### config.mk
export PLATFORM = sky130hd
export DESIGN_NAME = lsu_mem_port
export DESIGN_NICKNAME = d
export VERILOG_FILES = /design/src/rtl/lsu_pkg.sv /design/src/rtl/lsu_mem_port_align.sv /design/src/rtl/lsu_mem_port.sv
export SDC_FILE = /design/constraint.sdc
export NUM_CORES = 1
export LEC_CHECK = 0
export ABC_AREA = 1
export CAP_MARGIN = 20
export CORE_MARGIN = 3
export CORE_UTILIZATION = 46
export CTS_BUF_LIST = sky130_fd_sc_hd__clkbuf_2
export DETAILED_ROUTE_END_ITERATION = 8
export GPL_TIMING_DRIVEN = 0
export PLACE_DENSITY = 0.76
export SLEW_MARGIN = 20
export SYNTH_ARGS = -nofsm -noshare
export SYNTH_HDL_FRONTEND = slang
export SYNTH_SLANG_ARGS = --single-unit
### constraint.sdc
create_clock -name clk -period 16.3 [get_ports clk]
set_input_delay 4.075 -clock clk [delete_from_list [all_inputs] [get_ports clk]]
set_output_delay 4.075 -clock clk [all_outputs]
set_load 0.01 [all_outputs]
### src/rtl/lsu_pkg.sv
// Shared encodings for the load/store memory port: access sizes, sequencer
// states, lane constants and small size/span helpers.
package lsu_pkg;

    localparam logic [1:0] LSU_BYTE = 2'd0;
    localparam logic [1:0] LSU_HALF = 2'd1;
    localparam logic [1:0] LSU_WORD = 2'd2;
    localparam logic [1:0] LSU_RSVD = 2'd3;

    localparam logic [1:0]  LANE_0    = 2'd0;
    localparam logic [31:0] ADDR_STEP = 32'd4;

    typedef enum logic [2:0] {
        ST_IDLE,
        ST_RD,
        ST_WR,
        ST_RD2,
        ST_WR2,
        ST_RESP
    } lsu_state_e;

    function automatic logic [2:0] lsu_nbytes(input logic [1:0] size);
        case (size)
            LSU_BYTE: return 3'd1;
            LSU_HALF: return 3'd2;
            default:  return 3'd4;
        endcase
    endfunction

    // True when the access runs past the end of its first word.
    function automatic logic lsu_spans(input logic [1:0] off, input logic [1:0] size);
        return ({1'b0, off} + lsu_nbytes(size)) > 3'd4;
    endfunction

endpackage

### src/rtl/lsu_mem_port_align.sv
// Combinational lane logic: load extract/extend from a two-word window and
// store merge of right-aligned data into one word of that window.
module lsu_lane_align
    import lsu_pkg::*;
(
    input  logic [63:0] win_i,
    input  logic [1:0]  off_i,
    input  logic [1:0]  size_i,
    input  logic        unsigned_i,
    input  logic        word_sel_i,
    input  logic [31:0] wdata_i,
    input  logic [31:0] word_i,
    output logic [31:0] ld_data_o,
    output logic [31:0] st_word_o
);

    logic [31:0] ld_raw;
    logic [2:0]  nbytes;
    logic [2:0]  pos;
    logic [2:0]  rel;

    assign ld_raw = win_i[{off_i, 3'b000} +: 32];
    assign nbytes = lsu_nbytes(size_i);

    always_comb begin
        ld_data_o = ld_raw;
        case (size_i)
            LSU_BYTE: ld_data_o = {{24{~unsigned_i & ld_raw[7]}}, ld_raw[7:0]};
            LSU_HALF: ld_data_o = {{16{~unsigned_i & ld_raw[15]}}, ld_raw[15:0]};
            default:  ld_data_o = ld_raw;
        endcase
    end

    // pos is the byte position inside the window; word_sel picks the upper word.
    always_comb begin
        st_word_o = word_i;
        pos       = 3'd0;
        rel       = 3'd0;
        for (int k = 0; k < 4; k++) begin
            pos = {word_sel_i, 2'(k)};
            rel = pos - {1'b0, off_i};
            if (pos >= {1'b0, off_i} && rel < nbytes)
                st_word_o[k*8 +: 8] = wdata_i[{rel[1:0], 3'b000} +: 8];
        end
    end

endmodule

### src/rtl/lsu_mem_port.sv
// Load/store sequencer in front of a word-only, combinational-read memory.
// Define LSU_MISALIGN_EN to allow word-spanning accesses (two-word sequences).
module lsu_mem_port
    import lsu_pkg::*;
(
    input  logic        clk,
    input  logic        reset,
    input  logic        req_valid,
    output logic        req_ready,
    input  logic        req_write,
    input  logic [1:0]  req_size,
    input  logic        req_unsigned,
    input  logic [31:0] req_addr,
    input  logic [31:0] req_wdata,
    output logic        rsp_valid,
    output logic [31:0] rsp_rdata,
    output logic        rsp_err,
    output logic [31:0] mem_address,
    output logic        mem_write,
    output logic [31:0] mem_write_data,
    input  logic [31:0] mem_read_data
);

    lsu_state_e  state_q;
    logic        ready_q, rsp_valid_q, rsp_err_q, mem_write_q;
    logic [31:0] rsp_rdata_q, mem_addr_q, mem_wdata_q;
    logic        write_q, uns_q;
    logic [1:0]  size_q;
    logic [31:0] addr_q, wdata_q;
    logic        err_d, span_d;
    logic [31:0] word_base;
    logic [63:0] win;
    logic        word_sel;
    logic [31:0] ld_data, st_word;

    always_comb begin
        err_d  = (req_size == LSU_RSVD);
        span_d = 1'b0;
`ifdef LSU_MISALIGN_EN
        span_d = lsu_spans(req_addr[1:0], req_size);
`else
        if (req_size == LSU_HALF && req_addr[0])
            err_d = 1'b1;
        if (req_size == LSU_WORD && req_addr[1:0] != LANE_0)
            err_d = 1'b1;
`endif
    end

    assign word_base = {addr_q[31:2], 2'b00};

`ifdef LSU_MISALIGN_EN
    logic        span_q;
    logic [31:0] lo_q;
    logic [31:0] next_base;

    assign next_base = word_base + ADDR_STEP;
    assign word_sel  = (state_q == ST_RD2);
    assign win       = word_sel ? {mem_read_data, lo_q} : {32'h0, mem_read_data};
`else
    assign word_sel  = 1'b0;
    assign win       = {32'h0, mem_read_data};
`endif

    lsu_lane_align u_align (
        .win_i      (win),
        .off_i      (addr_q[1:0]),
        .size_i     (size_q),
        .unsigned_i (uns_q),
        .word_sel_i (word_sel),
        .wdata_i    (wdata_q),
        .word_i     (mem_read_data),
        .ld_data_o  (ld_data),
        .st_word_o  (st_word)
    );

    // Outputs are registered for the state being entered, so each is valid for that whole state.
    always_ff @(posedge clk) begin
        if (reset) begin
            state_q     <= ST_IDLE;
            ready_q     <= 1'b1;
            rsp_valid_q <= 1'b0;
            rsp_err_q   <= 1'b0;
            rsp_rdata_q <= 32'h0;
            mem_write_q <= 1'b0;
            mem_addr_q  <= 32'h0;
            mem_wdata_q <= 32'h0;
        end else begin
            ready_q     <= 1'b0;
            rsp_valid_q <= 1'b0;
            rsp_err_q   <= 1'b0;
            rsp_rdata_q <= 32'h0;
            mem_write_q <= 1'b0;
            mem_addr_q  <= 32'h0;
            mem_wdata_q <= 32'h0;
            case (state_q)
                ST_IDLE: begin
                    ready_q <= 1'b1;
                    if (req_valid) begin
                        ready_q <= 1'b0;
                        write_q <= req_write;
                        size_q  <= req_size;
                        uns_q   <= req_unsigned;
                        addr_q  <= req_addr;
                        wdata_q <= req_wdata;
`ifdef LSU_MISALIGN_EN
                        span_q  <= span_d;
`endif
                        if (err_d) begin
                            state_q     <= ST_RESP;
                            rsp_valid_q <= 1'b1;
                            rsp_err_q   <= 1'b1;
                        end else if (req_write && req_size == LSU_WORD && !span_d) begin
                            state_q     <= ST_WR;
                            mem_addr_q  <= {req_addr[31:2], 2'b00};
                            mem_write_q <= 1'b1;
                            mem_wdata_q <= req_wdata;
                        end else begin
                            state_q    <= ST_RD;
                            mem_addr_q <= {req_addr[31:2], 2'b00};
                        end
                    end
                end
                ST_RD: begin
                    if (write_q) begin
                        state_q     <= ST_WR;
                        mem_addr_q  <= word_base;
                        mem_write_q <= 1'b1;
                        mem_wdata_q <= st_word;
`ifdef LSU_MISALIGN_EN
                    end else if (span_q) begin
                        state_q    <= ST_RD2;
                        lo_q       <= mem_read_data;
                        mem_addr_q <= next_base;
`endif
                    end else begin
                        state_q     <= ST_RESP;
                        rsp_valid_q <= 1'b1;
                        rsp_rdata_q <= ld_data;
                    end
                end
                ST_WR: begin
`ifdef LSU_MISALIGN_EN
                    if (span_q) begin
                        state_q    <= ST_RD2;
                        mem_addr_q <= next_base;
                    end else begin
                        state_q     <= ST_RESP;
                        rsp_valid_q <= 1'b1;
                    end
`else
                    state_q     <= ST_RESP;
                    rsp_valid_q <= 1'b1;
`endif
                end
`ifdef LSU_MISALIGN_EN
                ST_RD2: begin
                    if (write_q) begin
                        state_q     <= ST_WR2;
                        mem_addr_q  <= next_base;
                        mem_write_q <= 1'b1;
                        mem_wdata_q <= st_word;
                    end else begin
                        state_q     <= ST_RESP;
                        rsp_valid_q <= 1'b1;
                        rsp_rdata_q <= ld_data;
                    end
                end
                ST_WR2: begin
                    state_q     <= ST_RESP;
                    rsp_valid_q <= 1'b1;
                end
`endif
                ST_RESP: begin
                    state_q <= ST_IDLE;
                    ready_q <= 1'b1;
                end
                default: begin
                    state_q <= ST_IDLE;
                    ready_q <= 1'b1;
                end
            endcase
        end
    end

    assign req_ready      = ready_q;
    assign rsp_valid      = rsp_valid_q;
    assign rsp_err        = rsp_err_q;
    assign rsp_rdata      = rsp_rdata_q;
    assign mem_address    = mem_addr_q;
    assign mem_write      = mem_write_q;
    assign mem_write_data = mem_wdata_q;

endmodule
==> flow_summary.yaml, run 1 <==
status:
  status: "finished clean"
setup_path:
  crit_path_cell_trace: "clkdlybuf4s50_1"
  cp.arrival_ns: 1.71
  crit_type: "reg -> out"
  cp.required_ns: 12.23
  cpMaxStageDelayCell: "clkdlybuf4s50_1"
  critPathCaptureType: "primary output"
  cp_max_fo: 1
  slowest_delay_ns: 0.55
  crit_buf_inv: 1
  start_kind: "flop"
  cpLargestDelayFamily: "buffers and inverters"
routing:
  postRouteAntennaNets: 0
  drc: 0
  drtIter0Drc: 810
  vias_per_cell: 5.17
  wire_per_inst_microns: 17.6
  postRouteWirelength_microns: 25000
  firstDrtPassIters: 9
  via_count: 7351
cells_and_area:
  design_area_sq_um: 10300
  area_delta_synth_final_pct: 33.4
  layout-drive-gt1-share_pct: 8.54
  antenna_cells: 0
  fill_cells: 1422
  nets: 1304
global_route:
  met1_usage_pct: 35.3
  grt_pass1_wl_microns: 38100
  grt_use_total_pct: 27.1
  grt_start_max_net_pins: 19
  grt_remaining_overflow: 0
  use_met3_pct: 8.32
  gr-max-usage-layer: "met2"
  antenna_found_initial: 0
  gr-usage-met2_pct: 42.6
  grt_pass1_vias: 7026
pwr:
  ir_worst_vdd_mv: 0.0650
  p_per_area_nw_per_um2: 99.3
  p_leak_nw: 4.39
logic_synthesis:
  postSynth.asyncResetShare_pct: 0
  yosysTopAreaCell: "edfxtp_1"
  yosysMostFrequentCell: "nand2_1"
  synth_ff_type: "dfxtp_1"
  synth_warnings: 0
  synth.top_cell.area_share_pct: 26.4
  yosysUniqueCellTypes: 32
  yosys-top-cells-area: "edfxtp_1 26%, dfxtp_1 26%, nand2_1 13%"
  synthTopCellsByCount: "272 x nand2_1, 113 x nand3_1, 105 x inv_1"
  syn_area_per_cell_sq_um: 8.00
  ys_seq_area_share_pct: 52.5
  synth_edf_count: 68
  syn_area_sq_um: 7740
  synth-seq-cells: 169
  syn_inst: 968
cts:
  holdBufCountCts: 0
  clk_pin_slew_ns: 0.26
  numCtsBuffers: 17
  cts_resized: 0
  clk-insertion-delay-late_ns: 0.76
  cts-root-buf: "clkbuf_2"
  cts_tree: "done"
  cts.path.max_buffers: 2
  cts.sinks: 169
  h-tree-depth: 4
  cts_setup_buffers: 0
sta:
  setup_tns_ns: 0
  timing.fmax_ghz: 0.173
  post-route-period-util_pct: 35.5
  finalCriticalPeriod_ns: 5.79
  skew_ns: 0.0371
  setup_viol: 0
  hold_violations: 0
  tightest_slew_ns: 0.700
  final_max_slew_viol_count: 0
  rsz0062_at_grt: "false"
  maxSlewHeadroom_pct: 53.3
placement:
  placed_cell_area_sq_um: 10100
  post-dp-hpwl_microns: 19100
  numPortBuffers: 198
  place.gp.congestion: 0.948
floorplanning:
  die_width_microns: 136
  start_util_pct: 47.9
  placementRows: 46
  die_h_microns: 136
  pin_count: 203
  die-area_sq_um: 18400
  core_area_sq_um: 16200
min_path:
  worstHoldPathType: "reg -> reg"
run:
  maxCapViolCount: 0
## cell families after synthesis
kind of cell             Yosys count  synth area share, %
other                              1               0.0484
buffers and inverters            171                 9.82
flip-flops                       169                 52.5
AO/OA/AOI/OAI                    122                 8.45
adder cells (fa/ha/maj)            8                 1.29
AND/OR/NAND/NOR                  497                 27.9
## path summary, 6_finish.rpt
check | startpoint | end | slack [ns] | cells after the start
hold reg to reg | addr_q[26]$_DFFE_PP_ | mem_address[26]$_SDFF_PP0_ | 0.52 | 2
hold / removal | addr_q[26]$_DFFE_PP_ | mem_address[26]$_SDFF_PP0_ | 0.52 | 2
setup reg to reg | addr_q[1]$_DFFE_PP_ | mem_write_data[21]$_SDFF_PP0_ | 12.70 | 17
setup / recovery | mem_address[7]$_SDFF_PP0_ | mem_address[7] | 10.51 | 1
## layer usage
layer | vias up | routed length [microns]
li1 | 3599 | -
met1 | 3301 | 10100
met2 | 393 | 11500
met3 | 58 | 2650
met4 | 0 | 824
met5 | - | 0
## cells in the final DEF, fill, tap and decap left out, types with 4 or more instances in the layout
cell / netlist / layout
dfxtp_1: 101 / 101
ha_1: 8 / 8
a21oi_2: 5 / 5
clkbuf_1: 18 / 18
clkdlybuf4s50_1: 0 / 198
o211ai_1: 7 / 7
inv_1: 105 / 105
inv_2: 5 / 5
clkbuf_2: 0 / 17
buf_6: 10 / 11
nand2_2: 9 / 9
buf_1: 5 / 5
nand3_1: 113 / 113
nor2_1: 64 / 64
a21oi_1: 76 / 76
edfxtp_1: 68 / 68
nand2_1: 272 / 272
o21ai_0: 30 / 30
nand4_1: 30 / 30
inv_8: 0 / 4
buf_2: 23 / 23
buf_4: 4 / 10
## per-stage QoR
stage          total power, mW  std cells  util [%]  setup slack [ns]  hold slack, ns
2_1_floorplan            0.668        969         -              6.65           0.493
3_3_place_gp             0.791       1383      61.8              4.14           0.499
3_5_place_dp             0.793       1390      62.2             10.17           0.507
4_1_cts                   1.03       1422      63.9             10.45           0.541
5_1_grt                   1.08       1422      63.9             10.38           0.574
6_report                  1.03       1422      63.9             10.51           0.523
## registers in the layout (all words and copies together) (netlist names)
signal,flops
rsp_rdata,32
write_q,1
wdata_q,32
rsp_err,1
addr_q,32
req_ready,1
mem_address,30
mem_write,1
mem_write_data,32
rsp_valid,1
size_q,2
state_q,3
uns_q,1
## layout make-up
class                      count  area (sq um)  share of cell area [%]
clock buffer                  17          85.1                   0.824
buffer                        60           344                    3.33
timing repair buffer         205          2040                    19.7
clock inverter                15           181                    1.76
inverter                     111           417                    4.03
multi-input combinational    629          2930                    28.3
sequential                   169          4060                    39.4
tap                          216           270                    2.62
## power by group
part / leakage (nW) / total, mW / switching, mW / internal (mW)
registers: 1.45 / 0.498 / 0.0157 / 0.482
clock network: 0.148 / 0.237 / 0.172 / 0.0651
logic: 2.79 / 0.291 / 0.177 / 0.114
(Power assumes the default switching activity.)
==> run 2: changes to the inputs <==
--- a/config.mk
+++ b/config.mk
@@ -12,7 +12,7 @@
 export CTS_BUF_LIST = sky130_fd_sc_hd__clkbuf_2
 export DETAILED_ROUTE_END_ITERATION = 8
 export GPL_TIMING_DRIVEN = 0
-export PLACE_DENSITY = 0.76
+export PLACE_DENSITY = 0.79
 export SLEW_MARGIN = 20
 export SYNTH_ARGS = -nofsm -noshare
 export SYNTH_HDL_FRONTEND = slang
==> constraint.sdc (replaced) <==
create_clock -name clk -period 4.7 [get_ports clk]
set_input_delay 1.175 -clock clk [delete_from_list [all_inputs] [get_ports clk]]
set_output_delay 1.175 -clock clk [all_outputs]
set_load 0.01 [all_outputs]
==> run 2 against run 1 <==
Combinational power grew to 3.4 times the previous value. Final cell count decreased by 0.14%. Clock skew is 0.00056 ns lower. Die area unchanged. Global-route usage shrank 1.2 points. Total power increased to 3.4 times the previous value. Largest power group unchanged. Clock power grew to 3.1 times the previous value. Largest cell class unchanged. Cell area shrank 0.22%.
==> flow_summary.yaml, run 2 (synthesis results as in run 1) <==
cts:
  numCtsBuffers: 17
  cts_resized: 0
  clk-insertion-delay-late_ns: 0.78
  cts.sinks: 169
  clk_pin_slew_ns: 0.27
  h-tree-depth: 4
  cts-root-buf: "clkbuf_2"
  cts.path.max_buffers: 2
  cts_tree: "done"
  holdBufCountCts: 0
  cts_setup_buffers: 0
sta:
  hold_ws_ns: 0.542
  final_max_slew_viol_count: 0
  setup_slack_ns: 1.16
  rsz0062_at_grt: "false"
  tightest_slew_ns: 0.894
  finalCriticalPeriod_ns: 3.54
  timing.fmax_ghz: 0.282
  post-route-period-util_pct: 75.4
  hold_violations: 0
  setup_viol: 0
  skew_ns: 0.0366
  maxSlewHeadroom_pct: 40.2
setup_path:
  slowest_delay_ns: 0.49
  cpMaxStageDelayCell: "edfxtp_1"
  crit_type: "reg -> reg"
  crit_path_cell_trace: "buf_2, inv_2, clkbuf_1, ha_1, buf_2, clkinv_1, buf_2, ha_1, nand2_1, inv_1, nand2_1, nand2_2, buf_6, nor2_1, nor2_1, nor2_1, nor2_1"
  cp.arrival_ns: 4.26
  crit_top_cell: "nor2_1"
  cp.required_ns: 5.42
  critPathCaptureType: "flop"
  cp_max_fo: 12
  start_kind: "flop"
placement:
  place.gp.congestion: 0.998
  dp_cells: 1387
  placed_cell_area_sq_um: 10100
  numPortBuffers: 198
  post-dp-hpwl_microns: 18100
  place_ws_ns: 1.24
cells_and_area:
  mostFrequentLayoutCells: "272 x nand2_1, 198 x clkdlybuf4s50_1, 113 x nand3_1"
  layout-drive-gt1-share_pct: 8.23
  postLayoutCoreUtil_pct: 63.7
  area_delta_synth_final_pct: 33.1
  nets: 1301
  design_area_sq_um: 10300
  fin_cells: 1420
  final_common_cell: "nand2_1"
routing:
  drtIter0Drc: 614
  firstDrtPassIters: 5
  postRouteAntennaNets: 0
  vias_per_cell: 5.17
  wire_per_inst_microns: 16.7
  drc: 0
  via_count: 7343
  postRouteWirelength_microns: 23700
global_route:
  grt_pass1_vias: 6941
  grt_start_max_net_pins: 18
  grt_pass1_wl_microns: 36600
  grt_remaining_overflow: 0
  grt_use_total_pct: 25.9
  antenna_found_initial: 1
pwr:
  ir_worst_vdd_mv: 0.281
  p_leak_nw: 4.37
  p_per_area_nw_per_um2: 335
floorplanning:
  die_width_microns: 136
  start_util_pct: 47.9
  core_area_sq_um: 16200
  placementRows: 46
  pin_count: 203
  die-area_sq_um: 18400
  die_h_microns: 136
min_path:
  worstHoldPathType: "reg -> reg"
run:
  maxCapViolCount: 0
status:
  status: "finished clean"
==> run 2: changes by cell type in the layout (fill, tap and decap cells not counted), sizes merged <==
cell	delta
buf	-3
bufinv	-1
diode	+1
inv	+1
==> run 2: critical path: cells and delay by family, from the launching register on <==
| kind | cells | cell delay, ns |
|---|---|---|
| DFF | 1 | 0.49 |
| buffers and inverters | 8 | 1.84 |
| adders and majority gates | 2 | 0.50 |
| and+or+nand+nor | 7 | 0.65 |
==> run 2: worst paths after layout <==
check | start | to | slack [ns] | cells past startpoint
max | addr_q[1]$_DFFE_PP_ | mem_write_data[18]$_SDFF_PP0_ | 1.16 | 17
min | addr_q[16]$_DFFE_PP_ | mem_address[16]$_SDFF_PP0_ | 0.54 | 2
max reg2reg | addr_q[1]$_DFFE_PP_ | mem_write_data[18]$_SDFF_PP0_ | 1.16 | 17
min reg2reg | addr_q[16]$_DFFE_PP_ | mem_address[16]$_SDFF_PP0_ | 0.54 | 2
==> run 2: final cells by class <==
| cell class | count | area, sq um |
|---|---|---|
| diodes | 1 | 2.50 |
| repair buffers | 202 | 2050 |
| well taps | 216 | 270 |
| clock inverters | 15 | 134 |
| inverters | 111 | 417 |
| plain buffers | 60 | 344 |
| flip-flops and latches | 169 | 4060 |
| clock buffers | 17 | 85.1 |
| fillers | 1428 | 5870 |
| multi-input cells | 629 | 2930 |
==> run 2: stage by stage <==
| step | power, mW | TNS (ns) |
|---|---|---|
| after floorplan | 2.31 | 0 |
| after global placement | 2.72 | -90.85 |
| after detailed placement | 2.74 | 0 |
| after CTS | 3.46 | 0 |
| after global routing | 3.65 | 0 |
| final | 3.46 | 0 |
==> run 2: metal layers <==
metal	vias up	share of wire, %	wire (microns)	global-route usage [%]
met3	66	12	2910	10.1
met4	0	3.9	921	10.7
li1	3601	-	-	-
met2	389	45	10700	40.5
met5	-	0	0	0
met1	3287	39	9240	32.2
==> run 2: report_power, final <==
part | total, mW | internal, mW | switching (mW)
logic | 1.00 | 0.400 | 0.601
clock network | 0.728 | 0.161 | 0.568
registers | 1.73 | 1.67 | 0.0546
==> edit 1 (settings of run 1) <==
Add a define of `LSU_MISALIGN_EN`.
--- a/src/rtl/lsu_mem_port.sv
+++ b/src/rtl/lsu_mem_port.sv
@@ -1,4 +1,6 @@
 // Load/store sequencer in front of a word-only, combinational-read memory.
 // Define LSU_MISALIGN_EN to allow word-spanning accesses (two-word sequences).
+`define LSU_MISALIGN_EN
+
 module lsu_mem_port
     import lsu_pkg::*;
Function: changed (Yosys sat finds a counterexample within 4 cycles, from zero or initial values and one cycle with reset high).
==> edit 1 against run 1 <==
  * First-iteration DRC count increased by 18%
  * Critical path depth increased by 11
  * Sequential power increased by 25%
  * Worst hold slack improved by 0.067 ns
  * Clock power increased by 42%
  * Sequential share of layout area decreased by 1.8 points
  * Setup slack got worse by 0.36 ns
  * Wire length increased by 54%
  * Sequential cell count increased by 33
  * Clock skew decreased by 0.0024 ns
  * Total power increased by 39%
  * Via count increased by 45%
  * Synthesized area increased by 36%
  * Design area increased by 30%
  * Largest power group unchanged
  * Highest routed layer unchanged
==> edit 1: results (changes against run 1) <==
num-multi-input-gates: 963  # was 629
vias: 10636  # was 7351
final_layout_size_suffix_gt1_share_pct: 8.65  # was 8.54%
drt-initial-drc-count: 953  # was 810
leakagePower_uw: 0.00555  # was 0.00439 uW
cpLargestDelayFamily: "simple AND/OR/NAND/NOR gates"  # was buffers and inverters
peakVddDrop_mv: 0.0673  # was 0.0650 mV
grt_max_degree: 24  # was 19
clkSinkCount: 202  # was 169
arrival_ns: 6.83  # was 1.71 ns
worst-path-max-fanout: 10  # was 1
hold-path-cell-count: 4  # was 2
maxSlewHeadroom_pct: 41.8  # was 53.3%
clockNetworkAreaShare_pct: 3.32  # was 2.58%
clock_latency_ns: 0.83  # was 0.76 ns
nClkBuffers: 70  # was 17
grt_pass1_vias: 10079  # was 7026
area_share_nonclk_buffers_pct: 18.3  # was 23.1%
dr_wl_met3_um: 2940  # was 2650 um
final_cells: 1947  # was 1422
drt_wl_total_um: 38600  # was 25000 um
reg2reg_to: "mem_write_data[23]$_SDFF_PP0_"  # was mem_write_data[21]$_SDFF_PP0_
globalplace.congestion: 0.974  # was 0.948
final_nets: 1742  # was 1304
inv_count: 136  # was 111
synth_cells: 1365  # was 968
cts_buffers: 51  # was 17
multi_input_area_um2: 4610  # was 2930 um^2
ys_types: 46  # was 32
ff_latch_area_um2: 5050  # was 4060 um^2
wirelength_met1_um: 15200  # was 10100 um
min-delay-start: "lo_q[3]$_DFFE_PP_"  # was addr_q[26]$_DFFE_PP_
reg2reg_slack_ns: 11.96  # was 12.70 ns
dp_hpwl_um: 30200  # was 19100 um
synth_edf_count: 101  # was 68
slowest_delay_ns: 0.51  # was 0.55 ns
seq_area_frac_synth_pct: 48.1  # was 52.5%
antenna_cells: 3  # was 0
min_path_type: "reg -> reg"  # unchanged
rr_worst_depth: 15  # was 17
nNonClkBuffers: 269  # was 265
hold-path-endpoint: "rsp_rdata[3]$_SDFF_PP0_"  # was mem_address[26]$_SDFF_PP0_
antenna_found_initial: 1  # was 0
cts.clk_slew.worst_paths_ns: 0.10  # was 0.26 ns
grt_pass1_wl_um: 57700  # was 38100 um
portBuffers: 200  # was 198
dr_wl_met2_um: 18500  # was 11500 um
cts-htree-levels: 2  # was 4
critPathLaunch: "req_size[0]"  # was mem_address[7]$_SDFF_PP0_
ys.flop_type: "edfxtp_1"  # was dfxtp_1
skew_ns: 0.0347  # was 0.0371 ns
synth_common_cells: "nand2_1 (398), nand3_1 (129), o21ai_0 (129)"  # was nand2_1 (272), nand3_1 (113), inv_1 (105)
status: "completed"  # unchanged
criticalPathCategory: "in -> reg"  # was reg -> out
ys_top_cells_by_area: "edfxtp_1 (29%), dfxtp_1 (19%), nand2_1 (14%)"  # was edfxtp_1 (26%), dfxtp_1 (26%), nand2_1 (13%)
track_usage_pct: 30.6  # was 27.1%
clock-root-buffer: "clkbuf_2"  # unchanged
drtPass1Iterations: 6  # was 9
fillers: 2079  # was 1422
edit 1: kinds of logic after synthesis:
group	count (synthesis)	synth area share [%]
buffers and inverters	201	8.24
DFF	202	48.1
xor gates and xnor gates	5	0.417
AOI/OAI and AO/OA	283	15.0
and+or+nand+nor	657	26.2
other	1	0.0357
adders and majority gates	16	1.98
edit 1: report_power, final:
part	switching, uW	total [uW]	leakage (uW)	internal [uW]
clock	217	336	0.000348	119
combinational	291	468	0.00345	177
sequential	29.9	624	0.00175	594
total	537	1430	0.00555	890
edit 1: routing by layer:
metal	up-vias	GRT usage, %
met4	0	15.0
met2	565	52.3
met1	4850	37.3
met5	-	0
met3	117	5.77
li1	5104	-
edit 1: stage by stage:
stage	cell area, um^2	util (%)	hold WS (ns)	setup slack, ns
6_report	13400	60.7	0.590	10.15
5_1_grt	13400	60.7	0.664	10.07
4_1_cts	13400	60.6	0.608	10.19
3_5_place_dp	13000	58.6	0.602	9.32
3_3_place_gp	12900	58.1	0.604	6.23
2_1_floorplan	10500	-	0.545	8.62
==> edit 2 (flow settings as in run 1) <==
Without the edit above. Re-encode `lsu_state_e` (6 states) as one-hot, 6 bits wide.
--- a/src/rtl/lsu_pkg.sv
+++ b/src/rtl/lsu_pkg.sv
@@ -11,11 +11,11 @@
     localparam logic [31:0] ADDR_STEP = 32'd4;
 
-    typedef enum logic [2:0] {
-        ST_IDLE,
-        ST_RD,
-        ST_WR,
-        ST_RD2,
-        ST_WR2,
-        ST_RESP
+    typedef enum logic [5:0] {
+        ST_IDLE = 6'b000001,
+        ST_RD   = 6'b000010,
+        ST_WR   = 6'b000100,
+        ST_RD2  = 6'b001000,
+        ST_WR2  = 6'b010000,
+        ST_RESP = 6'b100000
     } lsu_state_e;
 
Behaviour: same outputs for any inputs over 4 cycles, from zero or initial values and one cycle with reset high; so few cycles prove little.
==> edit 2 against run 1 <==
  * Wire length down 2.2%
  * Sequential cell count up 1
  * Total power down 16%
  * Global-route usage down 2.1 points
  * Design area up 2.9%
  * Synthesized area up 4.1%
  * Setup slack worse by 0.021 ns
  * Critical path type unchanged
==> edit 2: results (changes against run 1) <==
use_met3_pct: 7.53  # was 8.32%
ys_top_cells_by_area: "dfxtp_1 (25%), edfxtp_1 (25%), nand2_1 (12%)"  # was edfxtp_1 (26%), dfxtp_1 (26%), nand2_1 (13%)
final_cells: 1426  # was 1422
final_layout_size_suffix_gt1_share_pct: 13.3  # was 8.54%
drt_wl_total_um: 24500  # was 25000 um
clockPowerShare_pct: 27.9  # was 23.1%
skew_ns: 0.0597  # was 0.0371 ns
drt-initial-drc-count: 696  # was 810
leakagePower_uw: 0.00442  # was 0.00439 uW
synth_common_cells: "nand2_1 (248), nand3_1 (124), inv_1 (105)"  # was nand2_1 (272), nand3_1 (113), inv_1 (105)
ys_types: 31  # was 32
grt_use_met2_pct: 38.8  # was 42.6%
arrival_ns: 1.73  # was 1.71 ns
dr_wl_met2_um: 10900  # was 11500 um
clock_latency_ns: 0.78  # was 0.76 ns
peakVddDrop_mv: 0.0622  # was 0.0650 mV
dp_hpwl_um: 18900  # was 19100 um
synth_cells: 973  # was 968
track_usage_pct: 25.0  # was 27.1%
highest_layer: "met5"  # was met4
place_ws_ns: 10.19  # was 10.17 ns
grt_max_degree: 36  # was 19
drtPass1Iterations: 7  # was 9
status: "completed"  # unchanged
antenna_found_initial: 1  # was 0
worstMarginPinSlew_ns: 0.643  # was 0.700 ns
avgViaCountPerCell: 5.13  # was 5.17
wirelength_met1_um: 10400  # was 10100 um
slowest_delay_ns: 0.59  # was 0.55 ns
[edit 2: cell types whose count changed in the layout (fill, tap and decap cells not counted), sizes merged, moves of 2 or more]
cell / change
nand3: +32
clkbuf: -6
clkinv: +3
nand2: -15
inv: +2
clkinvlp: -2
nand4: -15
o21ai: +3
[edit 2: final timing paths]
path / from / end / slack [ns] / cells after the start
min: addr_q[5]$_DFFE_PP_ / mem_address[5]$_SDFF_PP0_ / 0.54 / 2
max: mem_write_data[11]$_SDFF_PP0_ / mem_write_data[11] / 10.49 / 1
min reg2reg: addr_q[5]$_DFFE_PP_ / mem_address[5]$_SDFF_PP0_ / 0.54 / 2
max reg2reg: addr_q[1]$_DFFE_PP_ / mem_write_data[20]$_SDFF_PP0_ / 12.81 / 17
[edit 2: layout make-up]
| cell class | count | area, um^2 |
|---|---|---|
| buffer | 60 | 415 |
| clock buffer | 17 | 85.1 |
| clock inverter | 15 | 190 |
| fill | 1506 | 6250 |
| inverter | 113 | 429 |
| multi-input combinational | 631 | 3140 |
| sequential | 170 | 4080 |
| tap | 220 | 275 |
| timing repair buffer | 200 | 2010 |
[edit 2: metrics by stage]
step           hold WS, ns  instance area (um^2)
4_1_cts              0.549                 10600
5_1_grt              0.569                 10600
2_1_floorplan        0.493                  8060
6_report             0.545                 10600
3_3_place_gp         0.495                 10300
3_5_place_dp         0.510                 10400
[edit 2: cells by family after synthesis]
| family | Yosys count | share of synthesized area [%] |
|---|---|---|
| AO/OA/AOI/OAI | 122 | 8.85 |
| adder cells (fa/ha/maj) | 8 | 1.24 |
| buffers and inverters | 173 | 10.4 |
| flip-flops | 170 | 50.7 |
| other | 1 | 0.0465 |
| AND/OR/NAND/NOR | 499 | 28.7 |
